### src/rtl/mult_share_arbiter.sv
// mult_share_arbiter
// Round-robin front end for a single shift-add multiply engine.
// N_REQ clients each have a valid/ready request port. One granted request is
// multiplied one bit per cycle, and its product is returned on a single
// valid/ready response port tagged with the id of the client that owns it.

module mult_share_arbiter #(
    parameter  int N_REQ = 4,
    parameter  int WIDTH = 8,
    localparam int ID_W  = $clog2(N_REQ)
) (
    input  logic                   clk,
    input  logic                   rst,
    input  logic [N_REQ-1:0]       req_valid,
    output logic [N_REQ-1:0]       req_ready,
    input  logic [N_REQ*WIDTH-1:0] req_a,
    input  logic [N_REQ*WIDTH-1:0] req_b,
    output logic                   res_valid,
    input  logic                   res_ready,
    output logic [2*WIDTH-1:0]     res_data,
    output logic [ID_W-1:0]        res_id,
    output logic                   busy
);

    // Wide enough to hold WIDTH-1, including the degenerate WIDTH=1 case
    localparam int CNT_W = $clog2(WIDTH + 1);

    typedef enum logic [1:0] {
        IDLE = 2'd0,
        RUN  = 2'd1,
        DONE = 2'd2
    } state_t;

    state_t             state;
    state_t             state_next;

    // Shift-add datapath; operands are zero-extended to the product width
    logic [2*WIDTH-1:0] a_sh;
    logic [2*WIDTH-1:0] b_sh;
    logic [2*WIDTH-1:0] acc;
    logic [CNT_W-1:0]   cnt;

    // Arbitration bookkeeping
    logic [ID_W-1:0]    owner;
    logic [ID_W-1:0]    last_grant;
    logic [ID_W-1:0]    grant_idx;
    logic               grant_found;
    logic               accept;
    logic               run_last;

    // Per-requester operand views of the packed buses
    logic [WIDTH-1:0]   a_arr [N_REQ];
    logic [WIDTH-1:0]   b_arr [N_REQ];
    logic [WIDTH-1:0]   sel_a;
    logic [WIDTH-1:0]   sel_b;

    // Maps an unbounded offset from last_grant back onto a requester index
    function automatic logic [ID_W-1:0] wrap_idx(input int v);
        return ID_W'(v % N_REQ);
    endfunction

    for (genvar i = 0; i < N_REQ; i++) begin : g_unpack
        assign a_arr[i] = req_a[i*WIDTH +: WIDTH];
        assign b_arr[i] = req_b[i*WIDTH +: WIDTH];
    end

    assign sel_a = a_arr[grant_idx];
    assign sel_b = b_arr[grant_idx];

    // Round-robin search: the closest valid requester after last_grant wins.
    // Scanning from the farthest offset down lets the nearest one overwrite.
    always_comb begin
        grant_found = 1'b0;
        grant_idx   = '0;
        for (int k = N_REQ; k >= 1; k--) begin
            if (req_valid[wrap_idx(int'(last_grant) + k)]) begin
                grant_found = 1'b1;
                grant_idx   = wrap_idx(int'(last_grant) + k);
            end
        end
    end

    // req_ready is only offered to the winner, so a grant is also a handshake
    assign accept   = (state == IDLE) && grant_found;
    assign run_last = (state == RUN) && (cnt == CNT_W'(WIDTH - 1));

    // State register; reset aborts any in-flight multiply
    always_ff @(posedge clk) begin
        if (rst) begin
            state <= IDLE;
        end else begin
            state <= state_next;
        end
    end

    // Next-state: fixed WIDTH-cycle run, then hold the result until taken
    always_comb begin
        state_next = state;
        case (state)
            IDLE: begin
                if (accept) begin
                    state_next = RUN;
                end
            end
            RUN: begin
                if (run_last) begin
                    state_next = DONE;
                end
            end
            DONE: begin
                if (res_ready) begin
                    state_next = IDLE;
                end
            end
            default: begin
                state_next = IDLE;
            end
        endcase
    end

    // Outputs: grant only while idle, result only while done
    always_comb begin
        req_ready = '0;
        res_valid = 1'b0;
        res_data  = '0;
        res_id    = '0;
        busy      = 1'b0;
        case (state)
            IDLE: begin
                if (grant_found) begin
                    req_ready = N_REQ'(1) << grant_idx;
                end
            end
            RUN: begin
                busy = 1'b1;
            end
            DONE: begin
                busy      = 1'b1;
                res_valid = 1'b1;
                res_data  = acc;
                res_id    = owner;
            end
            default: begin
                busy = 1'b0;
            end
        endcase
    end

    // Datapath: capture operands on the handshake, then one shift-add step per
    // cycle with no early exit so latency never depends on the data
    always_ff @(posedge clk) begin
        if (rst) begin
            a_sh       <= '0;
            b_sh       <= '0;
            acc        <= '0;
            cnt        <= '0;
            owner      <= '0;
            last_grant <= ID_W'(N_REQ - 1);
        end else begin
            case (state)
                IDLE: begin
                    if (accept) begin
                        a_sh       <= {{WIDTH{1'b0}}, sel_a};
                        b_sh       <= {{WIDTH{1'b0}}, sel_b};
                        acc        <= '0;
                        cnt        <= '0;
                        owner      <= grant_idx;
                        last_grant <= grant_idx;
                    end
                end
                RUN: begin
                    if (a_sh[0]) begin
                        acc <= acc + b_sh;
                    end
                    a_sh <= a_sh >> 1;
                    b_sh <= b_sh << 1;
                    cnt  <= cnt + CNT_W'(1);
                end
                default: begin
                    acc <= acc;
                end
            endcase
        end
    end

endmodule
### config.mk
export PLATFORM = sky130hd
export DESIGN_NAME = mult_share_arbiter
export DESIGN_NICKNAME = d
export VERILOG_FILES = /design/src/rtl/mult_share_arbiter.sv
export SDC_FILE = /design/constraint.sdc
export NUM_CORES = 1
export LEC_CHECK = 0
export CAP_MARGIN = 40
export CORE_ASPECT_RATIO = 1.25
export CORE_MARGIN = 2
export CORE_UTILIZATION = 47
export CTS_BUF_LIST = sky130_fd_sc_hd__clkbuf_16
export CTS_CLUSTER_SIZE = 12
export DETAILED_ROUTE_END_ITERATION = 8
export PLACE_DENSITY_LB_ADDON = 0.05
export SYNTH_ARGS = -nofsm -noshare
export SYNTH_HDL_FRONTEND = slang
export SYNTH_SLANG_ARGS = --single-unit
### constraint.sdc
create_clock -name clk -period 2.3 [get_ports clk]
set_input_delay 0.46 -clock clk [delete_from_list [all_inputs] [get_ports clk]]
set_output_delay 0.46 -clock clk [all_outputs]
set_load 0.02 [all_outputs]
---- Yosys cells after proc, flatten, opt, wreduce, memory -nomap -nowiden ----
Index checks and enable logic that the tools add are counted.
word-level totals
  flip-flop bits (word level) ............. 58
  output and inout bits ................... 24
  word-level logic and storage cells ...... 77
operators by class
  add/subtract/negate cells ............... 6
  $lt $le $gt $ge ......................... 5
  equal/unequal tests ..................... 7
  shift-type cells ........................ 1
  mux-type cells .......................... 41
  bitwise logic cells ..................... 1
  reductions and logical operators ........ 9
operators by type and width
  operator                                                               number
  16-bit one-hot mux with 2 select lines                                 3
  16-bit two-way mux                                                     5
  8-bit binary-select mux with 2-bit select                              2
  8-bit two-way mux                                                      4
  16-bit adder                                                           1
  2-bit two-way mux                                                      8
  2-bit by 3-bit < comparator with 1-bit output, second input constant   4
  4-bit two-way mux                                                      3
  1-bit two-way mux                                                      10
  1-bit binary-select mux with 2-bit select                              4
  2-bit != test, second input constant                                   4
  4-bit one-hot mux with 2 select lines                                  1
  2-bit one-hot mux with 3 select lines                                  1
  3-bit AND reduction                                                    2
  2-bit by 1-bit adder with 2-bit output, second input constant          2
  2-bit adder, second input constant                                     2
  4-bit by 1-bit adder with 4-bit output, second input constant          1
  4-bit by 3-bit equality test with 1-bit output, second input constant  1
  2-bit AND reduction                                                    2
  1-bit by 2-bit << shifter with 4-bit output, first input constant      1
  3-bit >= comparator, second input constant                             1
  2-bit inverter with 3-bit output                                       1
  2-bit by 1-bit equality test with 1-bit output, second input constant  1
  2-bit equality test, second input constant                             1
  other kinds (4)                                                        5

---- Depth between registers and ports, before layout ----
Gate-level depths: netlist of the first run.
  depth after elaboration ................. 13
  mapped depth ............................ 9
  gate-level depth less buffers ........... 9

---- Least setup slack after synthesis of the first run ----
Ideal clock, no wire load.
  path kind ............................... input port to output port
  start point ............................. input req_valid[1]
  end point ............................... output req_ready[1]
  arrival time ............................ 1.701 ns
  required time ........................... 1.840 ns
  path slack .............................. 0.139 ns
  stages on the path ...................... 6
  cell sequence ........................... nand2b_1 -> o22a_2 -> and2_4 -> buf_8 -> buf_4 -> nor3_1
on the way
  cells in the longest elaborated chain, start to end .. 9
RTL lines
  element                                      line  RTL
  from (decl)                                  14    input logic [N_REQ-1:0] req_valid,
  1-bit binary-select mux with 2-bit select    76    if (req_valid[wrap_idx(int'(last_grant) + k)]) begin
  1-bit two-way mux (implied by the code)      76
  2-bit two-way mux (4 in a row)               76
  1-bit by 2-bit << shifter with 4-bit output  131   req_ready = N_REQ'(1) << grant_idx;
  4-bit two-way mux (*)                        130   if (grant_found) begin
  4-bit two-way mux (*)                        128   case (state)
  to (decl)                                    15    output logic [N_REQ-1:0] req_ready,
Mark *: on every way between the ends. The rest lies on a longest branch, timed or not. The select of a mux whose other input is x is not followed.

---- Worst setup path after layout of the first run ----
  start point ............................. input req_valid[2]
  end point ............................... output req_ready[0]
Same word-level chain as after synthesis.

==> results.py, run 1 <==
metrics = {
    "global_routing": {
        "antenna_found_initial": 0,
        "grt_use_total_pct": 23.8,
        "grt_pass1_wl_um": 15900,
        "grt-ovfl-total": 0,
        "grt_pass1_vias": 3380,
        "grt_max_degree": 43,
    },
    "clock_tree": {
        "cts_sinks": 50,
        "clk-insertion-delay-late_ps": 290,
        "cts_buffer_depth": 2,
        "clock-root-buffer": "clkbuf_16",
        "cts_tree": "yes",
        "cts_made_buffers": 5,
        "clk_transition_reported_paths_ps": 60,
        "post-cts-setup-buffer-count": 0,
        "htreeDepth": 2,
    },
    "power": {
        "p_int_mw": 1.97,
        "pwr-share-comb_pct": 37.0,
        "clkPwrFrac_pct": 27.9,
        "switchingPower_mw": 0.956,
        "peakVddDrop_mv": 0.322,
        "seqPwrFrac_pct": 35.1,
        "switching_share_pct": 32.7,
        "power.density_nw_per_um2": 583,
        "p_leak_nw": 2.35,
        "finalPower_mw": 2.93,
    },
    "floorplanning": {
        "io_pins": 95,
        "die_width_um": 82.1,
        "die_area_um2": 8340,
        "rows": 35,
        "die_h_um": 102,
        "coreArea_um2": 7400,
        "start_util_pct": 48.4,
    },
    "critical_path": {
        "slowest_delay_ps": 550,
        "worstPathMaxFanout": 4,
        "path_delay_family": "simple AND/OR/NAND/NOR gates",
        "crit_path_cell_trace": "dlygate4sd2_1 > or4_4 > and2_4 > and3_1 > buf_2",
        "worstPathArrival_ps": 1780,
        "crit_path_start": "req_valid[2]",
        "endpoint_kind": "primary output",
        "required_ps": 1840,
        "criticalPathCategory": "in2out",
        "worstSetupStartpointType": "primary input",
        "cpMaxStageDelayCell": "or4_4",
        "cp.buffers_inverters": 2,
        "r2r_start": "b_sh[0]",
    },
    "layout": {
        "layout_commonest_cell": "clkdlybuf4s50_1",
        "post_route_cells_drive_above_1_share_pct": 16.5,
        "syn_to_final_growth_pct": 40.2,
        "fin_nets": 641,
        "n_antenna_cell": 0,
        "final_cell_mix": "clkdlybuf4s50_1 (67), nand2_1 (52), dfxtp_1 (50)",
        "design_area_um2": 5020,
        "fillers": 641,
    },
    "synth": {
        "netlist_area_um2": 3580,
        "synth_top_cell_by_area": "dfxtp_1",
        "yosysSeqAreaShare_pct": 27.9,
        "synth_top_area_share_pct": 27.9,
        "syn_nets": 528,
        "yosys_warnings": 0,
        "synth_area_per_cell_um2": 8.20,
        "synth-seq-cells": 50,
        "synthArstFlopShare_pct": 0,
        "synth_edf_count": 0,
        "yosys-top-cells-area": "dfxtp_1 (28%), ha_1 (6.6%), a21oi_1 (6.1%)",
        "synth.distinct_cells": 65,
        "synth_cells": 437,
        "ys.flop_type": "dfxtp_1",
    },
    "detailed_routing": {
        "drt_wl_total_um": 9930,
        "ant_nets": 0,
        "drc": 0,
        "wl_per_cell_um": 15.4,
        "first_pass_iters": 4,
        "route.vias.total": 3662,
        "drt_iter0_drc": 154,
        "viasPerCell": 5.70,
    },
    "sta": {
        "final.period_utilization_pct": 97.6,
        "final_max_slew_viol_count": 0,
        "hold_violations": 0,
        "tightestPinTransition_ps": 500,
        "fin_ws_ps": 55.5,
        "hold_slack_ps": 455,
        "skew_ps": 7.82,
        "timing.setup.tns_ps": 0,
        "setup_viol": 0,
        "slew_headroom_pct": 66.7,
        "timing.fmax_ghz": 0.446,
        "fin_crit_ps": 2240,
    },
    "place": {
        "dpl_cell_area_um2": 4800,
        "hpwl_um": 7280,
        "io_buffers": 94,
        "place_ws_ps": -568,
        "gp_congestion": 0.885,
    },
    "hold_path": {
        "hold_path_class": "reg2reg",
        "holdCritStartpoint": "a_sh[7]",
    },
    "status": {
        "status": "finished, final reports clean",
    },
    "run": {
        "maxCapViolations": 0,
    },
}
-- path summary, 6_finish.rpt --
path / cells past startpoint / to / slack (ps)
max: 5 / req_ready[0] / 60
min: 2 / a_sh[7] / 450
max reg2reg: 9 / acc[8] / 110
min reg2reg: 2 / a_sh[7] / 450
-- cells by family after synthesis --
group | synth area share, %
buf+inv | 5.06
xor+xnor | 2.20
flops | 27.9
compound gates | 33.1
simple gates | 23.4
fa+ha+maj | 7.19
mux | 1.12
-- metal layers --
layer | global-route usage, % | up-vias | wire, um | part of all wire, %
met2 | 39.7 | 96 | 4540 | 46
met1 | 31.5 | 1699 | 4610 | 46
li1 | - | 1854 | - | -
met5 | 0 | - | 0 | 0
met3 | 3.57 | 13 | 627 | 6.3
met4 | 7.05 | 0 | 144 | 1.5
-- registers in the layout, indices dropped and copies added (netlist names) --
register / flops
acc: 16
last_grant: 2
state: 2
b_sh: 16
a_sh: 8
owner: 2
cnt: 4
-- area by class of cell --
cell class / instances / area (um2) / area share [%]
Multi-Input combinational cell: 350 / 2430 / 48.5
Sequential cell: 50 / 1000 / 19.9
Timing Repair Buffer: 134 / 1280 / 25.4
Tap cell: 92 / 115 / 2.29
Inverter: 9 / 33.8 / 0.673
Clock inverter: 3 / 37.5 / 0.747
Clock buffer: 5 / 125 / 2.49
-- tightest hold or removal path, cell delays in order, from the launching register on --
cell and delay, ps:
dfxtp_1 310, nand2_1 50, a21oi_1 50
-- metrics by stage --
step | std cells | util, %
final | 643 | 67.9
after floorplan | 437 | -
after global routing | 643 | 67.9
after CTS | 643 | 67.0
after global placement | 635 | 64.9
after detailed placement | 635 | 64.9
-- Yosys cell counts, types with 4 or more instances --
cell type and count:
o21ai_1 6, a311o_1 14, inv_1 9, buf_2 4, a21o_1 4, a21oi_1 44
a211oi_1 18, nand3_1 11, and3_1 21, and2_1 20, dfxtp_1 50, a22oi_1 10
a211oi_2 16, clkbuf_1 16, nor2_1 37, mux2i_1 4, a22o_1 5, xnor2_1 8
nand2_1 52, ha_1 19, nor3_1 5, o21ai_0 4
-- what timing repair did --
action                     4_1_cts  5_1_grt
pin swaps                        1        0
gates resized for setup         27       24
hold buffers                     0        0
setup endpoints to repair       21       25
-- power by group through the flow --
stage,sequential (mW),clock (mW),combinational (mW)
2_1_floorplan,1.02,0,0.722
3_3_place_gp,1.04,0,1.07
3_5_place_dp,1.04,0,1.08
4_1_cts,1.03,0.836,1.08
5_1_grt,1.04,0.869,1.19
6_report,1.03,0.817,1.08
Note: power is estimated with default switching activity, not from simulation.
==> run 2: changes to the inputs <==
--- a/config.mk
+++ b/config.mk
@@ -5,6 +5,7 @@
 export SDC_FILE = /design/constraint.sdc
 export NUM_CORES = 1
 export LEC_CHECK = 0
+export ABC_AREA = 1
 export CAP_MARGIN = 40
 export CORE_ASPECT_RATIO = 1.25
 export CORE_MARGIN = 2
@@ -13,6 +14,7 @@
 export CTS_CLUSTER_SIZE = 12
 export DETAILED_ROUTE_END_ITERATION = 8
 export PLACE_DENSITY_LB_ADDON = 0.05
+export SKIP_LAST_GASP = 1
 export SYNTH_ARGS = -nofsm -noshare
 export SYNTH_HDL_FRONTEND = slang
 export SYNTH_SLANG_ARGS = --single-unit
==> run 2 against run 1 <==
  * Wire length is 8.2% higher
  * Design area is 8.1% higher
  * First-iteration DRC count stayed put
  * Hold slack better by 22 ps
  * Register-to-register slack better by 30 ps
  * Final cell count is 26% higher
==> results.py, run 2 <==
metrics = {
    "status": {
        "status": "finished, final reports clean",
    },
    "synth": {
        "syn_nets": 679,
        "synth_area_per_cell_um2": 6.51,
        "synth_edf_count": 0,
        "netlist_area_um2": 3830,
        "synthArstFlopShare_pct": 0,
        "yosys_warnings": 0,
        "synth.distinct_cells": 40,
        "synth_most_common_cell": "nand2_1",
        "synth_top_cell_by_area": "dfxtp_1",
        "synth_cells": 588,
        "yosys-top-cells-area": "dfxtp_1 (26%), nand2_1 (14%), nand3_1 (8.8%)",
        "synth-seq-cells": 50,
        "synthTopCellsByCount": "nand2_1 (145), nand3_1 (67), inv_1 (65)",
        "synth_top_area_share_pct": 26.1,
        "yosysSeqAreaShare_pct": 26.1,
        "ys.flop_type": "dfxtp_1",
    },
    "critical_path": {
        "required_ps": 1840,
        "worstPathMaxFanout": 6,
        "worstSetupStartpointType": "flop",
        "r2r_setup_slack_ps": 140,
        "rr_worst_depth": 13,
        "criticalPathCategory": "reg2out",
        "endpoint_kind": "primary output",
        "worstPathArrival_ps": 1800,
    },
    "layout": {
        "design_area_um2": 5430,
        "largestRegisters": "acc x16, b_sh x16, a_sh x8",
        "layout_commonest_cell": "nand2_1",
        "final_cell_mix": "nand2_1 (132), clkdlybuf4s50_1 (69), nand3_1 (66)",
        "post_route_cells_drive_above_1_share_pct": 20.3,
        "syn_to_final_growth_pct": 41.8,
        "fin_nets": 805,
        "n_antenna_cell": 0,
        "utilization_pct": 69.3,
    },
    "power": {
        "finalPower_mw": 7.63,
        "p_leak_nw": 2.87,
        "peakVddDrop_mv": 1.39,
        "power.density_nw_per_um2": 1410,
    },
    "detailed_routing": {
        "drt_iter0_drc": 154,
        "viasPerCell": 5.23,
        "drt_wl_total_um": 10700,
        "wl_per_cell_um": 13.3,
        "first_pass_iters": 6,
        "ant_nets": 0,
        "route.vias.total": 4239,
        "drc": 0,
    },
    "clock_tree": {
        "cts_sinks": 50,
        "clk_transition_reported_paths_ps": 70,
        "cts_made_buffers": 5,
        "cts_buffer_depth": 2,
        "cts_tree": "yes",
        "htreeDepth": 2,
        "clock-root-buffer": "clkbuf_16",
        "clk-insertion-delay-late_ps": 300,
        "ctsHoldBuffers": 0,
    },
    "sta": {
        "setup_viol": 0,
        "slew_headroom_pct": 58.1,
        "final_max_slew_viol_count": 0,
        "tightestPinTransition_ps": 628,
        "hold_violations": 0,
        "timing.fmax_ghz": 0.443,
        "hold_slack_ps": 477,
        "fin_crit_ps": 2260,
        "rsz0062_at_grt": "yes",
        "skew_ps": 6.54,
        "final.period_utilization_pct": 98.1,
    },
    "global_routing": {
        "grt_pass1_vias": 4150,
        "grt_use_total_pct": 24.5,
        "grt-ovfl-total": 0,
        "grt_pass1_wl_um": 18000,
        "antenna_found_initial": 0,
        "grt_max_degree": 29,
    },
    "place": {
        "gp_congestion": 0.907,
        "io_buffers": 94,
        "hpwl_um": 8220,
        "dpl_cell_area_um2": 5090,
    },
    "floorplanning": {
        "die_h_um": 105,
        "die_width_um": 84.7,
        "start_util_pct": 48.9,
        "io_pins": 95,
        "die_area_um2": 8890,
        "coreArea_um2": 7840,
        "rows": 36,
    },
    "hold_path": {
        "hold_path_class": "reg2reg",
        "whs_path_depth": 2,
    },
    "run": {
        "maxCapViolations": 0,
    },
}
==> run 2: area by class of cell <==
class,instances,area [um2]
fill,707,2410
clock inverter,3,37.5
tap,95,119
sequential,50,1000
timing repair buffer,143,1380
inverter,73,284
clock buffer,5,125
multi-input combinational,441,2480
==> run 2: path summary, 6_finish.rpt <==
check / startpoint / to
min reg2reg: a_sh[7] / a_sh[7]
max reg2reg: b_sh[0] / acc[14]
min: a_sh[7] / a_sh[7]
max: last_grant[0] / req_ready[0]
==> run 2: per-stage QoR <==
step                TNS, ps  instances  setup WS [ps]
floorplan                 0        588            145
global placement      -3730        796           -579
detailed placement    -5370        796           -661
CTS                   -17.0        809          -17.0
global route          -89.3        810          -66.4
finish                    0        810           42.9
==> run 2: repair_timing <==
action                     4_1_cts  5_1_grt
setup buffers                    5        1
setup endpoints to repair       13       20
gates cloned                     0        0
resized for setup               38       38
pin swaps                       13        7
==> run 2: cells by family (layout without fill, tap and decap cells) <==
group                      Yosys count  in the layout  share of synthesized area [%]
DFF                                 50             50                           26.1
and+or+nand+nor                    292            292                           36.8
AOI/OAI and AO/OA                  127            127                           18.8
xor gates and xnor gates             2              2                          0.458
adders and majority gates           20             20                           6.73
buffers and inverters               97            224                           11.1
==> run 2: report_power, final <==
group | internal (mW) | leakage, nW | switching [mW] | total, mW
clock network | 0.506 | 0.0864 | 0.336 | 0.842
registers | 1.10 | 0.409 | 0.158 | 1.26
logic | 2.29 | 2.38 | 3.25 | 5.53
total | 3.89 | 2.87 | 3.74 | 7.63
==> run 2: per-layer routing <==
metal,track usage (%),vias up,wire [um]
li1,-,2178,-
met1,28.7,1924,4560
met2,44.7,116,5430
met3,3.95,21,495
met4,8.50,0,255
met5,0,-,0
==> run 2: critical path, cell delays in order, from the launching register on <==
cell	delay, ps
dfxtp_2	360
buf_6	120
inv_8	40
nand2_1	60
nand2_2	70
nand2_2	70
nand2_2	80
nor2_2	120
nand2_2	70
nand2_4	80
inv_2	60
buf_4	140
nor2_1	100
buf_4	150
==> run 3: changes to the inputs <==
--- a/config.mk
+++ b/config.mk
@@ -13,8 +13,10 @@
 export CTS_BUF_LIST = sky130_fd_sc_hd__clkbuf_16
 export CTS_CLUSTER_SIZE = 12
 export DETAILED_ROUTE_END_ITERATION = 8
+export HOLD_SLACK_MARGIN = 0.02
 export PLACE_DENSITY_LB_ADDON = 0.05
 export SKIP_LAST_GASP = 1
+export SLEW_MARGIN = 0
 export SYNTH_ARGS = -nofsm -noshare
 export SYNTH_HDL_FRONTEND = slang
 export SYNTH_SLANG_ARGS = --single-unit
==> results of run 3 <==
Same layout as run 2: the final DEF is identical, and so are final timing and power.
